## config.mk

```make
export PLATFORM = sky130hd
export DESIGN_NAME = e203_lsu_icb_router
export DESIGN_NICKNAME = d
export VERILOG_FILES = /design/src/rtl/e203_lsu_icb_router_pkg.sv /design/src/rtl/e203_lsu_icb_router_outs_fifo.sv /design/src/rtl/e203_lsu_icb_router.sv
export SDC_FILE = /design/constraint.sdc
export NUM_CORES = 1
export LEC_CHECK = 0
export CORE_AREA = 2 2 192 194
export CTS_BUF_LIST = sky130_fd_sc_hd__clkbuf_8
export CTS_CLUSTER_SIZE = 24
export DETAILED_ROUTE_END_ITERATION = 7
export DIE_AREA = 0 0 194 196
export GPL_TIMING_DRIVEN = 0
export SETUP_SLACK_MARGIN = 0.1
export SLEW_MARGIN = 25
export SYNTH_ARGS = -nofsm -noshare
export SYNTH_HDL_FRONTEND = slang
export SYNTH_SLANG_ARGS = --single-unit
```

## constraint.sdc

```tcl
create_clock -name clk -period 3.1 [get_ports clk]
set_input_delay 0.93 -clock clk [delete_from_list [all_inputs] [get_ports clk]]
set_output_delay 0.93 -clock clk [all_outputs]
set_load 0.02 [all_outputs]
```

## src/rtl/e203_lsu_icb_router_pkg.sv

```systemverilog
// Shared e203 definitions for the LSU ICB router: ICB bus widths,
// target-id encoding and the region-match helper.
package e203_lsu_icb_router_pkg;

    localparam int ICB_AW = 32;
    localparam int ICB_DW = 32;
    localparam int ICB_MW = ICB_DW / 8;
    localparam int TGT_W  = 2;

    localparam logic [TGT_W-1:0] ITCM = 2'd0;
    localparam logic [TGT_W-1:0] DTCM = 2'd1;
    localparam logic [TGT_W-1:0] BIU  = 2'd2;

    // An address is in a region when every bit above the region size matches the base.
    function automatic logic region_hit(input logic [ICB_AW-1:0] addr,
                                        input logic [ICB_AW-1:0] base,
                                        input int                aw);
        return (addr >> aw) == (base >> aw);
    endfunction

endpackage

```

## src/rtl/e203_lsu_icb_router_outs_fifo.sv

```systemverilog
// Outstanding-command FIFO: remembers which target owns each in-flight
// command so responses can be returned in command order.
module e203_lsu_outs_fifo #(
    parameter int DW = 2,
    parameter int DP = 2
) (
    input  logic          clk,
    input  logic          rst,
    input  logic          push,
    input  logic          pop,
    input  logic [DW-1:0] wdata,
    output logic [DW-1:0] rdata,
    output logic          full,
    output logic          empty
);

    localparam int PW = (DP > 1) ? $clog2(DP) : 1;
    localparam int CW = $clog2(DP + 1);

    logic [PW-1:0] wr_ptr_q, wr_ptr_d;
    logic [PW-1:0] rd_ptr_q, rd_ptr_d;
    logic [CW-1:0] count_q, count_d;
    logic [DW-1:0] mem_q [DP];
    logic [DW-1:0] mem_d [DP];
    logic          push_en;
    logic          pop_en;

    function automatic logic [PW-1:0] ptr_inc(input logic [PW-1:0] p);
        return (p == PW'(DP - 1)) ? '0 : p + PW'(1);
    endfunction

    assign empty   = (count_q == '0);
    assign full    = (count_q == CW'(DP));
    assign push_en = push & ~full;
    assign pop_en  = pop & ~empty;
    assign rdata   = mem_q[rd_ptr_q];

    // NOTE: every signal gets its default before the conditional updates, so no latch is inferred.
    always_comb begin
        wr_ptr_d = wr_ptr_q;
        rd_ptr_d = rd_ptr_q;
        count_d  = count_q;
        mem_d    = mem_q;
        if (push_en) begin
            mem_d[wr_ptr_q] = wdata;
            wr_ptr_d        = ptr_inc(wr_ptr_q);
        end
        if (pop_en) begin
            rd_ptr_d = ptr_inc(rd_ptr_q);
        end
        case ({push_en, pop_en})
            2'b10:   count_d = count_q + CW'(1);
            2'b01:   count_d = count_q - CW'(1);
            default: count_d = count_q;
        endcase
    end

    // NOTE: state registers use non-blocking assignments so all flops update together at the edge.
    always_ff @(posedge clk) begin
        if (rst) begin
            wr_ptr_q <= '0;
            rd_ptr_q <= '0;
            count_q  <= '0;
        end else begin
            wr_ptr_q <= wr_ptr_d;
            rd_ptr_q <= rd_ptr_d;
            count_q  <= count_d;
        end
    end

    // NOTE: the storage array is not reset; an entry is only read after it has been written.
    always_ff @(posedge clk) begin
        mem_q <= mem_d;
    end

endmodule

```

## src/rtl/e203_lsu_icb_router.sv

```systemverilog
// LSU ICB router: steers each command to ITCM, DTCM or BIU by address and
// returns responses in command order using an outstanding-id FIFO.
module e203_lsu_icb_router
    import e203_lsu_icb_router_pkg::*;
#(
    parameter int OUTS_DEPTH = 2,
    parameter int ITCM_AW    = 16,
    parameter int DTCM_AW    = 16
) (
    input  logic        clk,
    input  logic        rst,

    input  logic [31:0] itcm_region_indic,
    input  logic [31:0] dtcm_region_indic,

    input  logic        lsu_icb_cmd_valid,
    output logic        lsu_icb_cmd_ready,
    input  logic [31:0] lsu_icb_cmd_addr,
    input  logic        lsu_icb_cmd_read,
    input  logic [31:0] lsu_icb_cmd_wdata,
    input  logic [3:0]  lsu_icb_cmd_wmask,
    input  logic [1:0]  lsu_icb_cmd_size,

    output logic        lsu_icb_rsp_valid,
    input  logic        lsu_icb_rsp_ready,
    output logic        lsu_icb_rsp_err,
    output logic [31:0] lsu_icb_rsp_rdata,

    output logic        itcm_icb_cmd_valid,
    input  logic        itcm_icb_cmd_ready,
    output logic [31:0] itcm_icb_cmd_addr,
    output logic        itcm_icb_cmd_read,
    output logic [31:0] itcm_icb_cmd_wdata,
    output logic [3:0]  itcm_icb_cmd_wmask,
    output logic [1:0]  itcm_icb_cmd_size,
    input  logic        itcm_icb_rsp_valid,
    output logic        itcm_icb_rsp_ready,
    input  logic        itcm_icb_rsp_err,
    input  logic [31:0] itcm_icb_rsp_rdata,

    output logic        dtcm_icb_cmd_valid,
    input  logic        dtcm_icb_cmd_ready,
    output logic [31:0] dtcm_icb_cmd_addr,
    output logic        dtcm_icb_cmd_read,
    output logic [31:0] dtcm_icb_cmd_wdata,
    output logic [3:0]  dtcm_icb_cmd_wmask,
    output logic [1:0]  dtcm_icb_cmd_size,
    input  logic        dtcm_icb_rsp_valid,
    output logic        dtcm_icb_rsp_ready,
    input  logic        dtcm_icb_rsp_err,
    input  logic [31:0] dtcm_icb_rsp_rdata,

    output logic        biu_icb_cmd_valid,
    input  logic        biu_icb_cmd_ready,
    output logic [31:0] biu_icb_cmd_addr,
    output logic        biu_icb_cmd_read,
    output logic [31:0] biu_icb_cmd_wdata,
    output logic [3:0]  biu_icb_cmd_wmask,
    output logic [1:0]  biu_icb_cmd_size,
    input  logic        biu_icb_rsp_valid,
    output logic        biu_icb_rsp_ready,
    input  logic        biu_icb_rsp_err,
    input  logic [31:0] biu_icb_rsp_rdata,

    output logic        router_active
);

    logic [TGT_W-1:0] sel_id;
    logic [TGT_W-1:0] head_id;
    logic             fifo_full;
    logic             fifo_empty;
    logic             cmd_open;
    logic             sel_ready;
    logic             cmd_push;
    logic             rsp_pop;

    // Command payload fans out to every target; only valid is qualified.
    assign itcm_icb_cmd_addr  = lsu_icb_cmd_addr;
    assign itcm_icb_cmd_read  = lsu_icb_cmd_read;
    assign itcm_icb_cmd_wdata = lsu_icb_cmd_wdata;
    assign itcm_icb_cmd_wmask = lsu_icb_cmd_wmask;
    assign itcm_icb_cmd_size  = lsu_icb_cmd_size;
    assign dtcm_icb_cmd_addr  = lsu_icb_cmd_addr;
    assign dtcm_icb_cmd_read  = lsu_icb_cmd_read;
    assign dtcm_icb_cmd_wdata = lsu_icb_cmd_wdata;
    assign dtcm_icb_cmd_wmask = lsu_icb_cmd_wmask;
    assign dtcm_icb_cmd_size  = lsu_icb_cmd_size;
    assign biu_icb_cmd_addr   = lsu_icb_cmd_addr;
    assign biu_icb_cmd_read   = lsu_icb_cmd_read;
    assign biu_icb_cmd_wdata  = lsu_icb_cmd_wdata;
    assign biu_icb_cmd_wmask  = lsu_icb_cmd_wmask;
    assign biu_icb_cmd_size   = lsu_icb_cmd_size;

    // No bypass: a full FIFO refuses commands even if it pops this cycle.
    assign cmd_open = ~fifo_full & ~rst;

    always_comb begin
        sel_id = BIU;
        if (region_hit(lsu_icb_cmd_addr, itcm_region_indic, ITCM_AW)) begin
            sel_id = ITCM;
        end else if (region_hit(lsu_icb_cmd_addr, dtcm_region_indic, DTCM_AW)) begin
            sel_id = DTCM;
        end
    end

    always_comb begin
        itcm_icb_cmd_valid = lsu_icb_cmd_valid & cmd_open & (sel_id == ITCM);
        dtcm_icb_cmd_valid = lsu_icb_cmd_valid & cmd_open & (sel_id == DTCM);
        biu_icb_cmd_valid  = lsu_icb_cmd_valid & cmd_open & (sel_id == BIU);
        case (sel_id)
            ITCM:    sel_ready = itcm_icb_cmd_ready;
            DTCM:    sel_ready = dtcm_icb_cmd_ready;
            default: sel_ready = biu_icb_cmd_ready;
        endcase
        lsu_icb_cmd_ready = sel_ready & cmd_open;
    end

    always_comb begin
        lsu_icb_rsp_valid = 1'b0;
        lsu_icb_rsp_err   = 1'b0;
        lsu_icb_rsp_rdata = '0;
        if (!fifo_empty) begin
            case (head_id)
                ITCM: begin
                    lsu_icb_rsp_valid = itcm_icb_rsp_valid;
                    lsu_icb_rsp_err   = itcm_icb_rsp_err;
                    lsu_icb_rsp_rdata = itcm_icb_rsp_rdata;
                end
                DTCM: begin
                    lsu_icb_rsp_valid = dtcm_icb_rsp_valid;
                    lsu_icb_rsp_err   = dtcm_icb_rsp_err;
                    lsu_icb_rsp_rdata = dtcm_icb_rsp_rdata;
                end
                default: begin
                    lsu_icb_rsp_valid = biu_icb_rsp_valid;
                    lsu_icb_rsp_err   = biu_icb_rsp_err;
                    lsu_icb_rsp_rdata = biu_icb_rsp_rdata;
                end
            endcase
        end
    end

    // Only the head target may complete, which keeps responses in command order.
    assign itcm_icb_rsp_ready = lsu_icb_rsp_ready & ~fifo_empty & (head_id == ITCM);
    assign dtcm_icb_rsp_ready = lsu_icb_rsp_ready & ~fifo_empty & (head_id == DTCM);
    assign biu_icb_rsp_ready  = lsu_icb_rsp_ready & ~fifo_empty & (head_id == BIU);

    assign cmd_push      = lsu_icb_cmd_valid & lsu_icb_cmd_ready;
    assign rsp_pop       = lsu_icb_rsp_valid & lsu_icb_rsp_ready;
    assign router_active = ~fifo_empty | lsu_icb_cmd_valid;

    e203_lsu_outs_fifo #(
        .DW (TGT_W),
        .DP (OUTS_DEPTH)
    ) u_fifo (
        .clk   (clk),
        .rst   (rst),
        .push  (cmd_push),
        .pop   (rsp_pop),
        .wdata (sel_id),
        .rdata (head_id),
        .full  (fifo_full),
        .empty (fifo_empty)
    );

    // A target responding with nothing outstanding is a protocol error upstream.
    always_ff @(posedge clk) begin
        if (!rst) begin
            assert (!(fifo_empty && (itcm_icb_rsp_valid || dtcm_icb_rsp_valid || biu_icb_rsp_valid)));
        end
    end

endmodule

```

==> results.json <==
{
  "status": "finished with violations",
  "violations": "negative setup slack",
  "cts_tree": "yes",
  "yosys.area.top_type": "buf_4",
  "die_h_um": 196,
  "wl_per_cell_um": 12.9,
  "relSlewSlack_pct": 64.1,
  "post_drt_via_cell_ratio": 3.14,
  "post-route-period-util_pct": 107,
  "yosysUniqueCellTypes": 30,
  "die-area_sq_um": 38000,
  "cap_violations": 0,
  "cp.required_ns": 2.17,
  "grt_pass1_wl_um": 24400,
  "core_area_sq_um": 36100,
  "grt_max_degree": 11,
  "yosys_warnings": 0,
  "worstHoldPathCells": 1,
  "routed_wl_um": 17000,
  "ant_nets": 0,
  "layout_setup_ws_ns": -0.219,
  "rsz0062_at_grt": "yes",
  "cts_root_buf": "clkbuf_8",
  "antenna_found_initial": 1,
  "end_kind": "primary output",
  "fmax_ghz": 0.301,
  "reg2reg_from": "u_fifo.rd_ptr_q",
  "fin_crit_ns": 3.32,
  "area_growth_pct": 157,
  "start_kind": "input pin",
  "drv_slew": 0,
  "synthMuxAreaShare_pct": 11.6,
  "r2r_setup_slack_ns": 0.66,
  "overflow": 0,
  "ctsHtreeMaxLevel": 1,
  "gp_congestion": 0.834,
  "antenna_cells": 0,
  "drt-initial-drc-count": 47,
  "yosys.area_share.xor_xnor_pct": 9.62,
  "synth_simple_gate_area_share_pct": 9.62,
  "crit_fanout": 3,
  "finalNetCount": 1092,
  "grt_pass1_vias": 4199,
  "clockBufferDepth": 2,
  "drive_gt1_share_pct": 42.2,
  "p_leak_nw": 3.61,
  "firstDrtPassIters": 4,
  "synth_adder_area_share_pct": 0.393,
  "holdPathEnd": "u_fifo.wr_ptr_q",
  "layout_common_cells": "clkdlybuf4s50_1, buf_4, nor2_1",
  "num_rows": 70,
  "post-route-util_pct": 22.7,
  "powerDensity_nw_per_um2": 186,
  "avgSynthCellArea_sq_um": 7.60,
  "track_usage_pct": 8.16,
  "syn-cell-area_sq_um": 3190,
  "reg2regPathDepth": 10,
  "die_w_um": 194,
  "skew_ns": 0.00609,
  "ys_top_cells_by_area": "buf_4, mux2i_1, xor2_1",
  "layout_commonest_cell": "clkdlybuf4s50_1",
  "worst_pin_slew_ns": 0.539,
  "hp-start": "u_fifo.wr_ptr_q",
  "r2r-end": "u_fifo.count_q[1]",
  "ir_drop_mv": 0.0790,
  "cts_sinks": 8,
  "multiInputGateArea_sq_um": 1640,
  "io_pins": 499,
  "ys_seq_elements": 8,
  "setup_violations": 3,
  "ff_latch_area_sq_um": 201,
  "place_ws_ns": -1.69,
  "synth-compound-area-share_pct": 9.74,
  "fill_cells": 4009,
  "synth_seq_area_share_pct": 6.28,
  "p_total_mw": 1.52,
  "hold_violations": 0,
  "clkTransAtPathRegs_ns": 0.04,
  "remaining_drc_errors": 0,
  "numCtsBuffers": 3,
  "hp-class": "register to register",
  "port_buffers": 411,
  "syn_nets": 664,
  "dp_hpwl_um": 15000,
  "clock_latency_ns": 0.23,
  "vias": 4128,
  "synth_top_family_by_area": "buffers and inverters",
  "hold_ws_ns": 0.483,
  "synth_cells": 419,
  "postCtsHoldBufs": 0,
  "yosys.area.top_type_share_pct": 50.4,
  "worstSetupPathType": "input pin to primary output",
  "worst_ep_arrival_time_ns": 2.39,
  "start_util_pct": 8.83
}
[critical path, stage by stage]
cell and delay [ns]:
clkdlybuf4s15_2 0.21, xor2_4 0.17, nor4_4 0.26, nand4_1 0.23, and2_4 0.21, nand2_1 0.05, o2111a_1 0.19, buf_6 0.13
[stage by stage]
| step | std cells | setup TNS, ns | cell area (sq um) |
|---|---|---|---|
| after floorplan | 419 | 0 | 3190 |
| after global placement | 1298 | -31.06 | 7890 |
| after detailed placement | 1298 | -32.98 | 7890 |
| after CTS | 1314 | -0.717 | 8190 |
| after global routing | 1314 | -0.885 | 8180 |
| final | 1314 | -0.372 | 8180 |
[worst max-delay path by stage]
stage | start | endpoint | cells after the start | slack, ns
after floorplan | itcm_region_indic[17] | lsu_icb_cmd_ready | 6 | 0.12
after global placement | lsu_icb_cmd_addr[30] | lsu_icb_cmd_ready | 7 | -1.66
after detailed placement | lsu_icb_cmd_addr[30] | lsu_icb_cmd_ready | 7 | -1.69
after CTS | lsu_icb_cmd_addr[27] | lsu_icb_cmd_ready | 9 | -0.28
after global routing | dtcm_region_indic[27] | lsu_icb_cmd_ready | 9 | -0.35
final | dtcm_region_indic[26] | lsu_icb_cmd_ready | 8 | -0.22
[Yosys cell counts (all sizes together)]
master	count
a211oi	34
a21oi	2
a31oi	1
and2	2
and4	1
and4b	1
buf	218
clkbuf	10
dfxtp	4
edfxtp	4
ha	1
inv	4
mux2i	37
nand2	3
nand2b	1
nand4	2
nor2	41
nor2b	1
nor3b	2
nor4	8
o2111a	1
o211ai	1
o21ai	2
or2	1
or3	2
xnor2	2
xor2	33
[flip-flops by register name, summed over array words and instances, names as in the netlist]
signal	cells
u_fifo.count_q	2
u_fifo.mem_q	4
u_fifo.rd_ptr_q	1
u_fifo.wr_ptr_q	1
[logic make-up after synthesis]
kind of cell / after synthesis
mux: 37
simple gates: 65
xor+xnor: 35
fa+ha+maj: 1
flops: 8
compound gates: 41
buf+inv: 232
[power breakdown]
part | switching (mW) | leakage [nW] | internal [mW]
Clock | 0.0415 | 0.0269 | 0.0858
Combinational | 0.570 | 3.51 | 0.704
Sequential | 0.00475 | 0.0710 | 0.116
[final cells by class]
class / instances / share of cell area [%]
well taps: 468 / 7.16
inverters: 4 / 0.184
multi-input cells: 179 / 20.0
clock inverters: 1 / 0.0459
clock buffers: 3 / 0.505
plain buffers: 227 / 20.8
flip-flops and latches: 8 / 2.46
repair buffers: 424 / 48.8
[routing by layer]
metal	track usage (%)	share of wire, %	up-vias
li1	-	-	2024
met5	0	0.076	-
met3	1.72	7.4	14
met1	8.66	37	1852
met4	2.22	1.7	2
met2	16.1	54	236
[what timing repair did]
| item | in CTS | in global routing |
|---|---|---|
| setup buffers | 12 | 4 |
| resized for setup | 356 | 72 |
| pin swaps | 26 | 10 |
| endpoints found under the setup margin | 99 | 40 |
(Power assumes the default switching activity.)
